$ cat src/rtl/wb_drain_ctrl_pkg.sv
// Shared definitions for the write-buffer drain controller: buffer geometry,
// line-address bit positions, FSM state encodings and the memory write record.
package wb_drain_ctrl_pkg;

  localparam int WB_LINES = 4;   // fixed: 2-bit line index
  localparam int WB_TAG_W = 27;  // address bits [31:5]

  // Line-address layout: [31:5] tag, [4:3] line, [2] word, [1:0] byte
  localparam int ADDR_TAG_LSB  = 5;
  localparam int ADDR_LINE_LSB = 3;
  localparam int ADDR_WORD_BIT = 2;

  localparam logic [2:0] S_IDLE = 3'd0;
  localparam logic [2:0] S_RD0  = 3'd1;
  localparam logic [2:0] S_WR0  = 3'd2;
  localparam logic [2:0] S_RD1  = 3'd3;
  localparam logic [2:0] S_WR1  = 3'd4;
  localparam logic [2:0] S_CLR  = 3'd5;
  localparam logic [2:0] S_DONE = 3'd6;

  typedef enum logic [2:0] {
    ST_IDLE = S_IDLE,
    ST_RD0  = S_RD0,
    ST_WR0  = S_WR0,
    ST_RD1  = S_RD1,
    ST_WR1  = S_WR1,
    ST_CLR  = S_CLR,
    ST_DONE = S_DONE
  } state_t;

  typedef struct packed {
    logic [31:0] addr;
    logic [31:0] wdata;
    logic [3:0]  be;
  } mem_wr_t;

  function automatic logic [31:0] mk_addr(input logic [WB_TAG_W-1:0] tag,
                                          input logic [1:0]          line,
                                          input logic                word);
    logic [31:0] a;
    a = '0;
    a[31:ADDR_TAG_LSB]        = tag;
    a[ADDR_LINE_LSB +: 2]     = line;
    a[ADDR_WORD_BIT]          = word;
    return a;
  endfunction

endpackage

$ cat src/rtl/wb_drain_ctrl_if.sv
// Bundle between the drain controller, the write buffer and the SRAM write port.
//   master : the drain controller (drives strobes, line/word select, mem write)
//   slave  : the environment (write buffer + memory + trigger sources)
interface wb_drain_ctrl_if;

  logic                                  wb_full;
  logic                                  drain_req;
  logic                                  busy;
  logic                                  done;
  logic [1:0]                            wb_line;
  logic                                  wb_word;
  logic                                  wb_rd;
  logic                                  wb_clr;
  logic [wb_drain_ctrl_pkg::WB_TAG_W-1:0] wb_tag;
  logic                                  wb_tagval;
  logic [31:0]                           wb_rdata;
  logic [3:0]                            wb_rbe;
  logic                                  mem_req;
  logic [31:0]                           mem_addr;
  logic [31:0]                           mem_wdata;
  logic [3:0]                            mem_be;
  logic                                  mem_ack;

  modport master (
    input  wb_full, drain_req, wb_tag, wb_tagval, wb_rdata, wb_rbe, mem_ack,
    output busy, done, wb_line, wb_word, wb_rd, wb_clr,
           mem_req, mem_addr, mem_wdata, mem_be
  );

  modport slave (
    output wb_full, drain_req, wb_tag, wb_tagval, wb_rdata, wb_rbe, mem_ack,
    input  busy, done, wb_line, wb_word, wb_rd, wb_clr,
           mem_req, mem_addr, mem_wdata, mem_be
  );

endinterface

$ cat src/rtl/wb_drain_ctrl.sv
// Write-buffer drain controller. On wb_full or drain_req (sampled in IDLE) it
// walks all buffer lines, reads word 0 and word 1 of each valid line, issues
// one masked 32-bit write per non-empty word and then clears the line.
// Ports:
//   clk  - clock, posedge
//   rst  - asynchronous active-low reset
//   bus  - wb_drain_ctrl_if.master: triggers, write-buffer read/clear port,
//          memory write request/ack, busy/done status
// All outputs come from registers or a state decode; mem_ack only steers
// the next state.
module wb_drain_ctrl
  import wb_drain_ctrl_pkg::*;
(
  input  logic           clk,
  input  logic           rst,
  wb_drain_ctrl_if.master bus
);

  state_t     r_state, w_next;
  logic [1:0] r_idx;
  mem_wr_t    r_wr;

  logic w_trig, w_last, w_rd, w_word;

  assign w_trig = bus.wb_full | bus.drain_req;
  assign w_last = (r_idx == 2'(WB_LINES - 1));
  assign w_rd   = (r_state == ST_RD0) | (r_state == ST_RD1);
  assign w_word = (r_state == ST_RD1) | (r_state == ST_WR1);

  always_ff @(posedge clk or negedge rst) begin
    if (!rst) begin
      r_state <= ST_IDLE;
      r_idx   <= '0;
      r_wr    <= '0;
    end else begin
      r_state <= w_next;
      if (r_state == ST_IDLE && w_trig)
        r_idx <= '0;
      else if (r_state == ST_CLR && !w_last)
        r_idx <= r_idx + 2'd1;
      // Capture on every read cycle; the WR state that follows holds it stable.
      if (w_rd) begin
        r_wr.addr  <= mk_addr(bus.wb_tag, r_idx, w_word);
        r_wr.wdata <= bus.wb_rdata;
        r_wr.be    <= bus.wb_rbe;
      end
    end
  end

  always_comb begin
    w_next = r_state;
    unique case (r_state)
      ST_IDLE: if (w_trig) w_next = ST_RD0;
      ST_RD0: begin
        if (!bus.wb_tagval)       w_next = ST_CLR;
        else if (bus.wb_rbe == '0) w_next = ST_RD1;
        else                       w_next = ST_WR0;
      end
      ST_WR0: if (bus.mem_ack) w_next = ST_RD1;
      // Tag validity was already decided in RD0.
      ST_RD1: w_next = (bus.wb_rbe == '0) ? ST_CLR : ST_WR1;
      ST_WR1: if (bus.mem_ack) w_next = ST_CLR;
      ST_CLR:  w_next = w_last ? ST_DONE : ST_RD0;
      ST_DONE: w_next = ST_IDLE;
      default: w_next = ST_IDLE;
    endcase
  end

  always_comb begin
    bus.busy      = (r_state != ST_IDLE);
    bus.done      = (r_state == ST_DONE);
    bus.wb_line   = r_idx;
    bus.wb_word   = w_word;
    bus.wb_rd     = w_rd;
    bus.wb_clr    = (r_state == ST_CLR);
    bus.mem_req   = (r_state == ST_WR0) | (r_state == ST_WR1);
    bus.mem_addr  = r_wr.addr;
    bus.mem_wdata = r_wr.wdata;
    bus.mem_be    = r_wr.be;
  end

endmodule

$ cat src/flat_wrapper.sv
// flat-port wrapper written by rule: the top's interface ports become plain ports
module wb_drain_ctrl_flat import wb_drain_ctrl_pkg::*;
  (clk, rst, bus_wb_full, bus_drain_req, bus_wb_tag, bus_wb_tagval, bus_wb_rdata, bus_wb_rbe, bus_mem_ack, bus_busy, bus_done, bus_wb_line, bus_wb_word, bus_wb_rd, bus_wb_clr, bus_mem_req, bus_mem_addr, bus_mem_wdata, bus_mem_be);
  wb_drain_ctrl_if bus_i ();
  input  logic clk;
  input  logic rst;
  input wire logic [$bits(bus_i.wb_full)-1:0] bus_wb_full;
  input wire logic [$bits(bus_i.drain_req)-1:0] bus_drain_req;
  input wire logic [$bits(bus_i.wb_tag)-1:0] bus_wb_tag;
  input wire logic [$bits(bus_i.wb_tagval)-1:0] bus_wb_tagval;
  input wire logic [$bits(bus_i.wb_rdata)-1:0] bus_wb_rdata;
  input wire logic [$bits(bus_i.wb_rbe)-1:0] bus_wb_rbe;
  input wire logic [$bits(bus_i.mem_ack)-1:0] bus_mem_ack;
  output wire logic [$bits(bus_i.busy)-1:0] bus_busy;
  output wire logic [$bits(bus_i.done)-1:0] bus_done;
  output wire logic [$bits(bus_i.wb_line)-1:0] bus_wb_line;
  output wire logic [$bits(bus_i.wb_word)-1:0] bus_wb_word;
  output wire logic [$bits(bus_i.wb_rd)-1:0] bus_wb_rd;
  output wire logic [$bits(bus_i.wb_clr)-1:0] bus_wb_clr;
  output wire logic [$bits(bus_i.mem_req)-1:0] bus_mem_req;
  output wire logic [$bits(bus_i.mem_addr)-1:0] bus_mem_addr;
  output wire logic [$bits(bus_i.mem_wdata)-1:0] bus_mem_wdata;
  output wire logic [$bits(bus_i.mem_be)-1:0] bus_mem_be;
  assign bus_i.wb_full = bus_wb_full;
  assign bus_i.drain_req = bus_drain_req;
  assign bus_i.wb_tag = bus_wb_tag;
  assign bus_i.wb_tagval = bus_wb_tagval;
  assign bus_i.wb_rdata = bus_wb_rdata;
  assign bus_i.wb_rbe = bus_wb_rbe;
  assign bus_i.mem_ack = bus_mem_ack;
  assign bus_busy = bus_i.busy;
  assign bus_done = bus_i.done;
  assign bus_wb_line = bus_i.wb_line;
  assign bus_wb_word = bus_i.wb_word;
  assign bus_wb_rd = bus_i.wb_rd;
  assign bus_wb_clr = bus_i.wb_clr;
  assign bus_mem_req = bus_i.mem_req;
  assign bus_mem_addr = bus_i.mem_addr;
  assign bus_mem_wdata = bus_i.mem_wdata;
  assign bus_mem_be = bus_i.mem_be;
  wb_drain_ctrl u_core (.clk(clk), .rst(rst), .bus(bus_i));
endmodule
$ cat config.mk
export PLATFORM = sky130hd
export DESIGN_NAME = wb_drain_ctrl_flat
export DESIGN_NICKNAME = d
export VERILOG_FILES = /design/src/rtl/wb_drain_ctrl_pkg.sv /design/src/rtl/wb_drain_ctrl_if.sv /design/src/rtl/wb_drain_ctrl.sv /design/src/flat_wrapper.sv
export SDC_FILE = /design/constraint.sdc
export NUM_CORES = 1
export LEC_CHECK = 0
export BUFFER_PORTS_ARGS = -buffer_cell sky130_fd_sc_hd__buf_4
export CAP_MARGIN = 20
export CORE_MARGIN = 4
export CORE_UTILIZATION = 47
export CTS_BUF_LIST = sky130_fd_sc_hd__clkbuf_2
export DETAILED_ROUTE_END_ITERATION = 10
export PLACE_DENSITY = 0.8
export SYNTH_ARGS = -nofsm -noshare
export SYNTH_HDL_FRONTEND = slang
export SYNTH_SLANG_ARGS = --single-unit
$ cat constraint.sdc
create_clock -name clk -period 1.9 [get_ports clk]
set_input_delay 0.095 -clock clk [delete_from_list [all_inputs] [get_ports clk]]
set_output_delay 0.095 -clock clk [all_outputs]
set_load 0.05 [all_outputs]
* Yosys cells after proc, flatten, opt, wreduce, memory -nomap -nowiden
Index checks and enable logic that the tools add are counted.
** Storage, ports and cells
- Flip-flop bits (word level) :: 71
- Bits of input ports :: 69
- Output and inout port bits :: 76
- Word-level logic and storage cells :: 38
** Operators by class
- Add/sub/neg operators :: 1
- Equal/unequal tests :: 10
- Muxes and demuxes :: 10
- Bitwise operators :: 4
- Reductions and logical operators :: 8
** Operators with widths (count)
- 3-bit case mux with 6 select lines :: 1
- 3-bit two-way mux :: 5
- 3-bit == test, second input constant :: 3
- 3-bit by 2-bit == test with 1-bit output, second input constant :: 2
- 4-bit logical NOT :: 1
- 2-bit two-way mux :: 2
- 2-bit inequality test, second input constant :: 2
- 1-bit bitwise OR :: 4
- 3-bit by 1-bit == test with 1-bit output, second input constant :: 1
- 3-bit logical NOT :: 1
- 3-bit AND reduction :: 1
- 3-bit nonzero test :: 1
- 2-bit by 1-bit adder with 2-bit output, second input constant :: 1
- 2-bit == test, second input constant :: 1
- 1-bit logical AND :: 2
- 1-bit two-way mux :: 2
- 2-bit by 1-bit inequality test with 1-bit output, second input constant :: 1
- 2-bit nonzero test :: 1
- 1-bit logical NOT :: 1

* Logic depth before layout (Yosys ltp)
Gate-level depths: netlist of the first run.
- Word-level depth :: 5
- Gate-level depth with buffers :: 7
- Depth with buffers taken out :: 4

* Worst setup path after synthesis of the first run
Ideal clock, no wire load.
- Path type :: register to output
- Start point :: reg u_core.r_state[2]
- End point :: out bus_wb_word
- Arrival time :: 1.802 ns
- Data required time :: 1.805 ns
- Slack :: 0.003 ns
- Cell stages (with the launch flop) :: 4
- Cell sequence :: dfrtp_1 > buf_2 > nand2_1 > o21ai_0
** Between the ends
- Cells in the longest elaborated chain, start to end :: 2
- Elaborated cells between the ends (all ways) :: 3
** Ends and longest elaborated chain
- start: declaration :: RTL line wb_drain_ctrl.sv:19 : state_t r_state, w_next;
- start signal: assignment :: RTL line wb_drain_ctrl.sv:36 : r_state <= w_next;
- 3-bit by 2-bit == test with 1-bit output or 3-bit == test (tied branches) :: RTL line wb_drain_ctrl.sv:28 : assign w_word = (r_state == ST_RD1) | (r_state == ST_WR1);
- 1-bit bitwise OR * :: RTL line wb_drain_ctrl.sv:28
- end: declaration :: RTL line flat_wrapper.sv:17 : output wire logic [$bits(bus_i.wb_word)-1:0] bus_wb_word;
Mark *: on every way between the ends. The rest lies on a longest branch, timed or not.

* Final worst setup path of the first run
- Start point :: reg u_core.r_state[2]
- End point :: out bus_busy
** Between the ends
- Cells in the longest elaborated chain, start to end :: 1
** Ends and longest elaborated chain
- 3-bit nonzero test :: RTL line wb_drain_ctrl.sv:70 : bus.busy = (r_state != ST_IDLE);
- end: declaration :: RTL line flat_wrapper.sv:14 : output wire logic [$bits(bus_i.busy)-1:0] bus_busy;
No other way between the ends.

==> metrics.txt, run 1 <==
# TYPE chip_impl_metric gauge
chip_impl_metric{name="final_area",unit="sq mm"} 0.004926
chip_impl_info{name="tritoncts",value="yes"} 1
chip_impl_metric{name="synth.top_cell.area_share",unit="%"} 60.79
chip_impl_metric{name="cts_inserted_buffers",unit=""} 9
chip_impl_metric{name="timing.final.setup_violations",unit=""} 0
chip_impl_metric{name="worst-endpoint-arrival",unit="ns"} 1.66
chip_impl_metric{name="finalWirelength",unit="mm"} 8.222
chip_impl_info{name="clock_tree.root_cell",value="sky130_fd_sc_hd__clkbuf_2"} 1
chip_impl_metric{name="htreeDepth",unit=""} 3
chip_impl_metric{name="setup_tns_final",unit="ns"} 0
chip_impl_metric{name="synth_enable_flop_cells",unit=""} 0
chip_impl_info{name="endpoint_kind",value="output port"} 1
chip_impl_info{name="regToRegEndpoint",value="u_core.bus.mem_addr[15]"} 1
chip_impl_metric{name="netlist_instances",unit=""} 188
chip_impl_metric{name="clock_latency",unit="ns"} 0.47
chip_impl_metric{name="number_of_failing_hold_endpoints_at_the_final_stage",unit=""} 0
chip_impl_metric{name="place_area",unit="sq mm"} 0.004053
chip_impl_metric{name="place.gp.congestion",unit=""} 0.7513
chip_impl_metric{name="number_of_nets_with_antenna_violations_after_routing",unit=""} 0
chip_impl_info{name="setup.worst_path.class",value="reg -> out"} 1
chip_impl_metric{name="cap_violations",unit=""} 0
chip_impl_info{name="synth.cells.most_frequent",value="sky130_fd_sc_hd__dfrtp_1 (71), sky130_fd_sc_hd__mux2_2 (48), sky130_fd_sc_hd__mux2_4 (17)"} 1
chip_impl_info{name="run_status",value="finished clean"} 1
chip_impl_metric{name="critical_path_peak_fanout",unit=""} 15
chip_impl_metric{name="dpl.hpwl",unit="mm"} 4.915
chip_impl_info{name="capture_point_of_the_worst_path",value="bus_busy"} 1
chip_impl_info{name="reg2reg_from",value="u_core.r_state[2]"} 1
chip_impl_metric{name="ios",unit=""} 145
chip_impl_info{name="hold_path.class",value="in -> async"} 1
chip_impl_metric{name="vias",unit=""} 2326
chip_impl_metric{name="clock_path_buffers",unit=""} 2
chip_impl_metric{name="reg2reg_setup_slack",unit="ns"} 0.42
chip_impl_info{name="grt_setup_unrepaired",value="no"} 1
chip_impl_info{name="critPathLaunch",value="u_core.r_state[2]"} 1
chip_impl_metric{name="post_synth_num_cell_types",unit=""} 28
chip_impl_metric{name="ys_async_sr_fraction",unit="%"} 100.0
chip_impl_metric{name="grt_pass1_wl",unit="mm"} 12.72
chip_impl_metric{name="period_minus_slack",unit="ns"} 1.758
chip_impl_metric{name="vias_cell",unit=""} 4.786
chip_impl_metric{name="drt-wirelength-per-cell",unit="um"} 16.92
chip_impl_metric{name="setup_ws",unit="ns"} 0.1419
chip_impl_info{name="dominantRegCellSynth",value="sky130_fd_sc_hd__dfrtp_1"} 1
chip_impl_metric{name="placeableCoreArea",unit="sq mm"} 0.005991
chip_impl_metric{name="number_of_standard_cell_rows_in_the_floorplan",unit=""} 28
chip_impl_metric{name="chipWidth",unit="um"} 86.86
chip_impl_metric{name="detailedPlace.worstSlack",unit="ns"} 0.4237
chip_impl_metric{name="fmax",unit="MHz"} 568.8
chip_impl_metric{name="place.port_buffers",unit=""} 142
chip_impl_metric{name="die_h",unit="um"} 86.86
chip_impl_metric{name="number_of_global_route_vias_before_repair",unit=""} 2562
chip_impl_metric{name="filler_cell_count",unit=""} 310
chip_impl_metric{name="share_of_final_layout_standard_cells_stronger_than_drive_strength_1",unit="%"} 57.18
chip_impl_metric{name="ys_ff_latch",unit=""} 71
chip_impl_metric{name="die_area",unit="sq mm"} 0.007545
chip_impl_metric{name="cts.sinks",unit=""} 71
chip_impl_metric{name="place.detailed.instances",unit=""} 397
chip_impl_metric{name="remaining_drc_errors",unit=""} 0
chip_impl_metric{name="worst-r2r-cell-count",unit=""} 4
chip_impl_metric{name="globalRoute.totalOverflow",unit=""} 0
chip_impl_info{name="timing.critical_path.from_type",value="flop"} 1
chip_impl_metric{name="detailedRoute.firstIterationViolations",unit=""} 101
chip_impl_metric{name="critPathRequiredTime",unit="ns"} 1.80
chip_impl_metric{name="synth-warning-count",unit=""} 0
chip_impl_metric{name="finClkSkew",unit="ns"} 0.02786
chip_impl_metric{name="drt_pre_antenna_iters",unit=""} 4
chip_impl_info{name="post-synth-top-count-cell",value="sky130_fd_sc_hd__dfrtp_1"} 1
chip_impl_metric{name="grt_max_degree",unit=""} 38
chip_impl_metric{name="nets",unit=""} 476
chip_impl_metric{name="n_diodes",unit=""} 0
chip_impl_info{name="synth.largest_area_cell",value="sky130_fd_sc_hd__dfrtp_1"} 1
chip_impl_metric{name="report.final.slew_viol_count",unit=""} 0
chip_impl_metric{name="syn_to_final_growth",unit="%"} 68.54
chip_impl_metric{name="share_of_the_clock_period_used_by_the_worst_path_after_layout",unit="%"} 92.53
chip_impl_metric{name="clkSlewWorstSetupHoldPaths",unit="ns"} 0.21
chip_impl_metric{name="initial_core_util",unit="%"} 48.79
chip_impl_metric{name="mean_syn_cell_area",unit="sq um"} 15.55
chip_impl_metric{name="synth_area",unit="sq mm"} 0.002923
chip_impl_metric{name="antenna_found_initial",unit=""} 0
chip_impl_info{name="largest_cells_by_area_after_synthesis",value="sky130_fd_sc_hd__dfrtp_1 (61%), sky130_fd_sc_hd__mux2_2 (18%), sky130_fd_sc_hd__mux2_4 (8.7%)"} 1
chip_impl_metric{name="final_cells",unit=""} 486
chip_impl_metric{name="groute.usage.overall",unit="%"} 22.12
chip_impl_metric{name="synth.yosys.seq_area_share",unit="%"} 60.79
sequential cells by signal (all words and copies together), names as in the netlist:
name / flops
u_core.bus.mem_wdata: 32
u_core.bus.wb_line: 2
u_core.bus.mem_addr: 30
u_core.bus.mem_be: 4
u_core.r_state: 3
placed cells by master, fill, tap and decap left out, types with 3 or more instances in the layout:
master,Yosys,final
sky130_fd_sc_hd__dlygate4sd3_1,0,68
sky130_fd_sc_hd__inv_1,4,4
sky130_fd_sc_hd__mux2_4,17,17
sky130_fd_sc_hd__dfrtp_1,71,69
sky130_fd_sc_hd__nor2_1,6,6
sky130_fd_sc_hd__o21ai_0,5,4
sky130_fd_sc_hd__mux2_2,48,48
sky130_fd_sc_hd__buf_4,2,147
sky130_fd_sc_hd__clkbuf_2,0,10
sky130_fd_sc_hd__nand2_1,3,3
sky130_fd_sc_hd__buf_12,0,3
layout make-up:
type	count	area (sq um)	share of cell area, %
multi-input combinational	101	1033	20.98
timing repair buffer	219	1869	37.95
sequential	71	1779	36.12
clock inverter	6	85.08	1.727
clock buffer	10	50.05	1.016
tap	75	93.84	1.905
inverter	4	15.01	0.3048
layer usage:
metal / wire length (um) / global-route usage (%)
met3: 666 / 6.149
met1: 3297 / 26.08
met4: 176 / 9.773
met5: 0 / 0
met2: 4082 / 37.61
what timing repair did:
item,4_1_cts,5_1_grt
resized for setup,1,2
hold buffers,68,0
hold endpoints to repair,139,0
endpoints found under the setup margin,1,2
setup buffers,1,3
cloned,0,1
metrics by stage:
step	hold slack, ns	util, %
after floorplan	-0.2006	-
after global placement	0.07524	67.65
after detailed placement	0.07912	67.65
after CTS	0.06852	81.41
after global routing	0.06602	82.23
final	0.1019	82.23
cell families (layout without fill, tap and decap cells):
group,Yosys count,count (layout),share of synthesized area (%)
flip-flops,71,71,60.79
XOR/XNOR,2,2,0.5994
buffers and inverters,17,239,3.981
multiplexers,67,67,27.91
adder cells (fa/ha/maj),1,1,0.4280
other,1,2,0.1283
AO/OA/AOI/OAI,12,12,2.826
AND/OR/NAND/NOR,17,17,3.339
critical path: stages (launching register included):
cell and delay, ns:
sky130_fd_sc_hd__dfrtp_1 0.45, sky130_fd_sc_hd__buf_4 0.19, sky130_fd_sc_hd__or3_1 0.34, sky130_fd_sc_hd__buf_4 0.21
how the worst min path moves through the flow:
| stage | start | endpoint | slack (ns) | cells past startpoint |
|---|---|---|---|---|
| floorplan | rst | u_core.bus.mem_addr[10] | -0.20 | 0 |
| global placement | rst | u_core.bus.mem_wdata[27] | 0.08 | 1 |
| detailed placement | rst | u_core.bus.mem_wdata[30] | 0.08 | 1 |
| CTS | rst | u_core.bus.mem_addr[8] | 0.07 | 2 |
| global route | rst | u_core.bus.mem_be[2] | 0.07 | 2 |
| finish | rst | u_core.bus.mem_addr[11] | 0.10 | 2 |
Power of run 1 is not shown: default switching activity piles up to over one toggle a cycle in this logic, so the estimate is an artifact.
==> run 2, diff against run 1 <==
Settings changed: REMOVE_ABC_BUFFERS from default to 1.
==> run 2 against run 1 <==
  * Global-route usage is 0.68 points higher
  * Setup slack worse by 0.048 ns
  * Clock skew is 0.010 ns lower
  * Via count is 1.3% higher
  * Critical path depth is 1 lower
  * Maximum frequency is 2.6% lower
  * Die area stayed put
  * Final cell count is 0.62% lower
  * Clock-buffer cell count stayed put
  * Cell area is 0.84% lower
  * Highest routed layer unchanged
==> metrics.txt, run 2 (synthesis results as in run 1) <==
# TYPE chip_impl_metric gauge
chip_impl_metric{name="drt_pre_antenna_iters",unit=""} 4
chip_impl_metric{name="detailedPlace.worstSlack",unit="ns"} 0.3842
chip_impl_info{name="run_status",value="finished clean"} 1
chip_impl_metric{name="ios",unit=""} 145
chip_impl_metric{name="vias_cell",unit=""} 4.880
chip_impl_metric{name="globalRoute.totalOverflow",unit=""} 0
chip_impl_info{name="endpoint_kind",value="output port"} 1
chip_impl_metric{name="placeableCoreArea",unit="sq mm"} 0.005991
chip_impl_metric{name="vias",unit=""} 2357
chip_impl_info{name="setup.worst_path.class",value="reg -> out"} 1
chip_impl_metric{name="number_of_failing_hold_endpoints_at_the_final_stage",unit=""} 0
chip_impl_metric{name="clock_path_buffers",unit=""} 2
chip_impl_info{name="layout.cells.most_common",value="sky130_fd_sc_hd__buf_4"} 1
chip_impl_info{name="hold_path.class",value="in -> async"} 1
chip_impl_metric{name="worst-endpoint-arrival",unit="ns"} 1.71
chip_impl_metric{name="chipWidth",unit="um"} 86.86
chip_impl_metric{name="layout.core_utilization",unit="%"} 81.54
chip_impl_metric{name="powerDensity",unit="mW/mm^2"} 2086
chip_impl_metric{name="period_minus_slack",unit="ns"} 1.806
chip_impl_metric{name="n_diodes",unit=""} 0
chip_impl_metric{name="number_of_global_route_vias_before_repair",unit=""} 2664
chip_impl_metric{name="antenna_found_initial",unit=""} 0
chip_impl_metric{name="cts_inserted_buffers",unit=""} 9
chip_impl_metric{name="irDropWorstVdd",unit="V"} 0.001600
chip_impl_metric{name="detailedRoute.firstIterationViolations",unit=""} 68
chip_impl_metric{name="clock_group_share_of_total_power",unit="%"} 9.5
chip_impl_metric{name="timing.final.setup_violations",unit=""} 0
chip_impl_metric{name="share_of_the_clock_period_used_by_the_worst_path_after_layout",unit="%"} 95.03
chip_impl_metric{name="groute.usage.overall",unit="%"} 22.80
chip_impl_metric{name="clkSlewWorstSetupHoldPaths",unit="ns"} 0.21
chip_impl_metric{name="syn_to_final_growth",unit="%"} 67.12
chip_impl_metric{name="fmax",unit="MHz"} 553.8
chip_impl_metric{name="grt_pass1_wl",unit="mm"} 13.05
chip_impl_metric{name="htreeDepth",unit=""} 3
chip_impl_metric{name="drt-wirelength-per-cell",unit="um"} 17.40
chip_impl_metric{name="critical_path_peak_fanout",unit=""} 12
chip_impl_metric{name="place.gp.congestion",unit=""} 0.7582
chip_impl_metric{name="power.share.combinational",unit="%"} 63.5
chip_impl_metric{name="grt_max_degree",unit=""} 52
chip_impl_metric{name="remaining_drc_errors",unit=""} 0
chip_impl_metric{name="cap_violations",unit=""} 0
chip_impl_metric{name="netSwitchingPower",unit="W"} 0.005066
chip_impl_metric{name="setup_ws",unit="ns"} 0.09435
chip_impl_metric{name="filler_cell_count",unit=""} 335
chip_impl_metric{name="final_cells",unit=""} 483
chip_impl_metric{name="final_area",unit="sq mm"} 0.004885
chip_impl_info{name="clock_tree.root_cell",value="sky130_fd_sc_hd__clkbuf_2"} 1
chip_impl_info{name="final_cell_mix",value="sky130_fd_sc_hd__buf_4 (145), sky130_fd_sc_hd__dfrtp_1 (70), sky130_fd_sc_hd__dlygate4sd3_1 (68)"} 1
chip_impl_metric{name="internal_pwr_total",unit="W"} 0.005124
chip_impl_metric{name="die_h",unit="um"} 86.86
chip_impl_metric{name="clock_latency",unit="ns"} 0.49
chip_impl_metric{name="cts.sinks",unit=""} 71
chip_impl_info{name="grt_setup_unrepaired",value="no"} 1
chip_impl_metric{name="dpl.hpwl",unit="mm"} 5.062
chip_impl_metric{name="place.detailed.instances",unit=""} 397
chip_impl_metric{name="finalWirelength",unit="mm"} 8.405
chip_impl_metric{name="power.sequential.fraction",unit="%"} 27.0
chip_impl_info{name="tritoncts",value="yes"} 1
chip_impl_metric{name="number_of_nets_with_antenna_violations_after_routing",unit=""} 0
chip_impl_metric{name="largest_reg_flops",unit=""} 32
chip_impl_metric{name="share_of_final_layout_standard_cells_stronger_than_drive_strength_1",unit="%"} 57.11
chip_impl_metric{name="place.port_buffers",unit=""} 142
chip_impl_metric{name="nets",unit=""} 473
chip_impl_metric{name="initial_core_util",unit="%"} 48.79
chip_impl_metric{name="critPathRequiredTime",unit="ns"} 1.80
chip_impl_metric{name="place_area",unit="sq mm"} 0.004040
chip_impl_metric{name="report.final.slew_viol_count",unit=""} 0
chip_impl_metric{name="worst_hold_slack",unit="ns"} 0.09378
chip_impl_metric{name="leakage_power_figure",unit="nW"} 2.344
chip_impl_metric{name="finClkSkew",unit="ns"} 0.01746
chip_impl_info{name="timing.critical_path.from_type",value="flop"} 1
chip_impl_metric{name="number_of_standard_cell_rows_in_the_floorplan",unit=""} 28
chip_impl_metric{name="switching_share",unit="%"} 49.72
chip_impl_metric{name="die_area",unit="sq mm"} 0.007545
## run 2: final timing paths
path / start / to / slack (ns) / cells past startpoint
setup / recovery: u_core.r_state[1] / bus_busy / 0.09 / 2
hold / removal: rst / u_core.bus.mem_wdata[26] / 0.09 / 2
setup reg to reg: u_core.r_state[0] / u_core.bus.mem_be[0] / 0.45 / 4
hold reg to reg: u_core.bus.mem_addr[4] / u_core.bus.mem_addr[4] / 0.53 / 1
max in group asynchronous: rst / u_core.bus.mem_wdata[4] / 1.23 / 3
min in group clk: bus_drain_req / u_core.r_state[0] / 0.20 / 3
## run 2: cell type report
| type | count | area (sq um) | area share (%) |
|---|---|---|---|
| Multi-Input combinational cell | 101 | 1033 | 21.16 |
| Tap cell | 75 | 93.84 | 1.921 |
| Timing Repair Buffer | 216 | 1829 | 37.45 |
| Clock inverter | 6 | 85.08 | 1.742 |
| Inverter | 4 | 15.01 | 0.3074 |
| Sequential cell | 71 | 1778 | 36.40 |
| Clock buffer | 10 | 50.05 | 1.025 |
## run 2: power by group through the flow
stage / sequential [W] / clock [W] / combinational [W]
after floorplan: 0.00529 / 0 / 0.00183
after global placement: 0.00274 / 0 / 0.00616
after detailed placement: 0.00278 / 0 / 0.00626
after CTS: 0.00273 / 0.000994 / 0.00642
after global routing: 0.00286 / 0.00105 / 0.00673
final: 0.00275 / 0.000970 / 0.00647
## run 2: critical path, cell delays in order (launching register included)
cell and delay, ns:
sky130_fd_sc_hd__dfrtp_1 0.56, sky130_fd_sc_hd__or3_1 0.46, sky130_fd_sc_hd__buf_4 0.21
## run 2: stage by stage
| step | power, W | TNS, ns |
|---|---|---|
| 5_1_grt | 0.01064 | 0 |
| 4_1_cts | 0.01014 | 0 |
| 6_report | 0.01019 | 0 |
| 3_3_place_gp | 0.008898 | 0 |
| 2_1_floorplan | 0.007128 | -36.07 |
| 3_5_place_dp | 0.009032 | 0 |
## run 2: layer usage
metal | vias up | share of wire, % | GRT usage (%)
met2 | 102 | 54 | 40.86
met1 | 1148 | 36 | 24.73
li1 | 1087 | - | -
met5 | - | 0 | 0
met4 | 0 | 2.3 | 10.20
met3 | 20 | 7.8 | 6.623
## run 2: repair_timing
item,4_1_cts,5_1_grt
setup endpoints to repair,2,1
hold endpoints to repair,139,0
hold buffers,68,0
resized for setup,2,3
setup buffers,1,1
cloned,0,0
(Power assumes the default switching activity.)
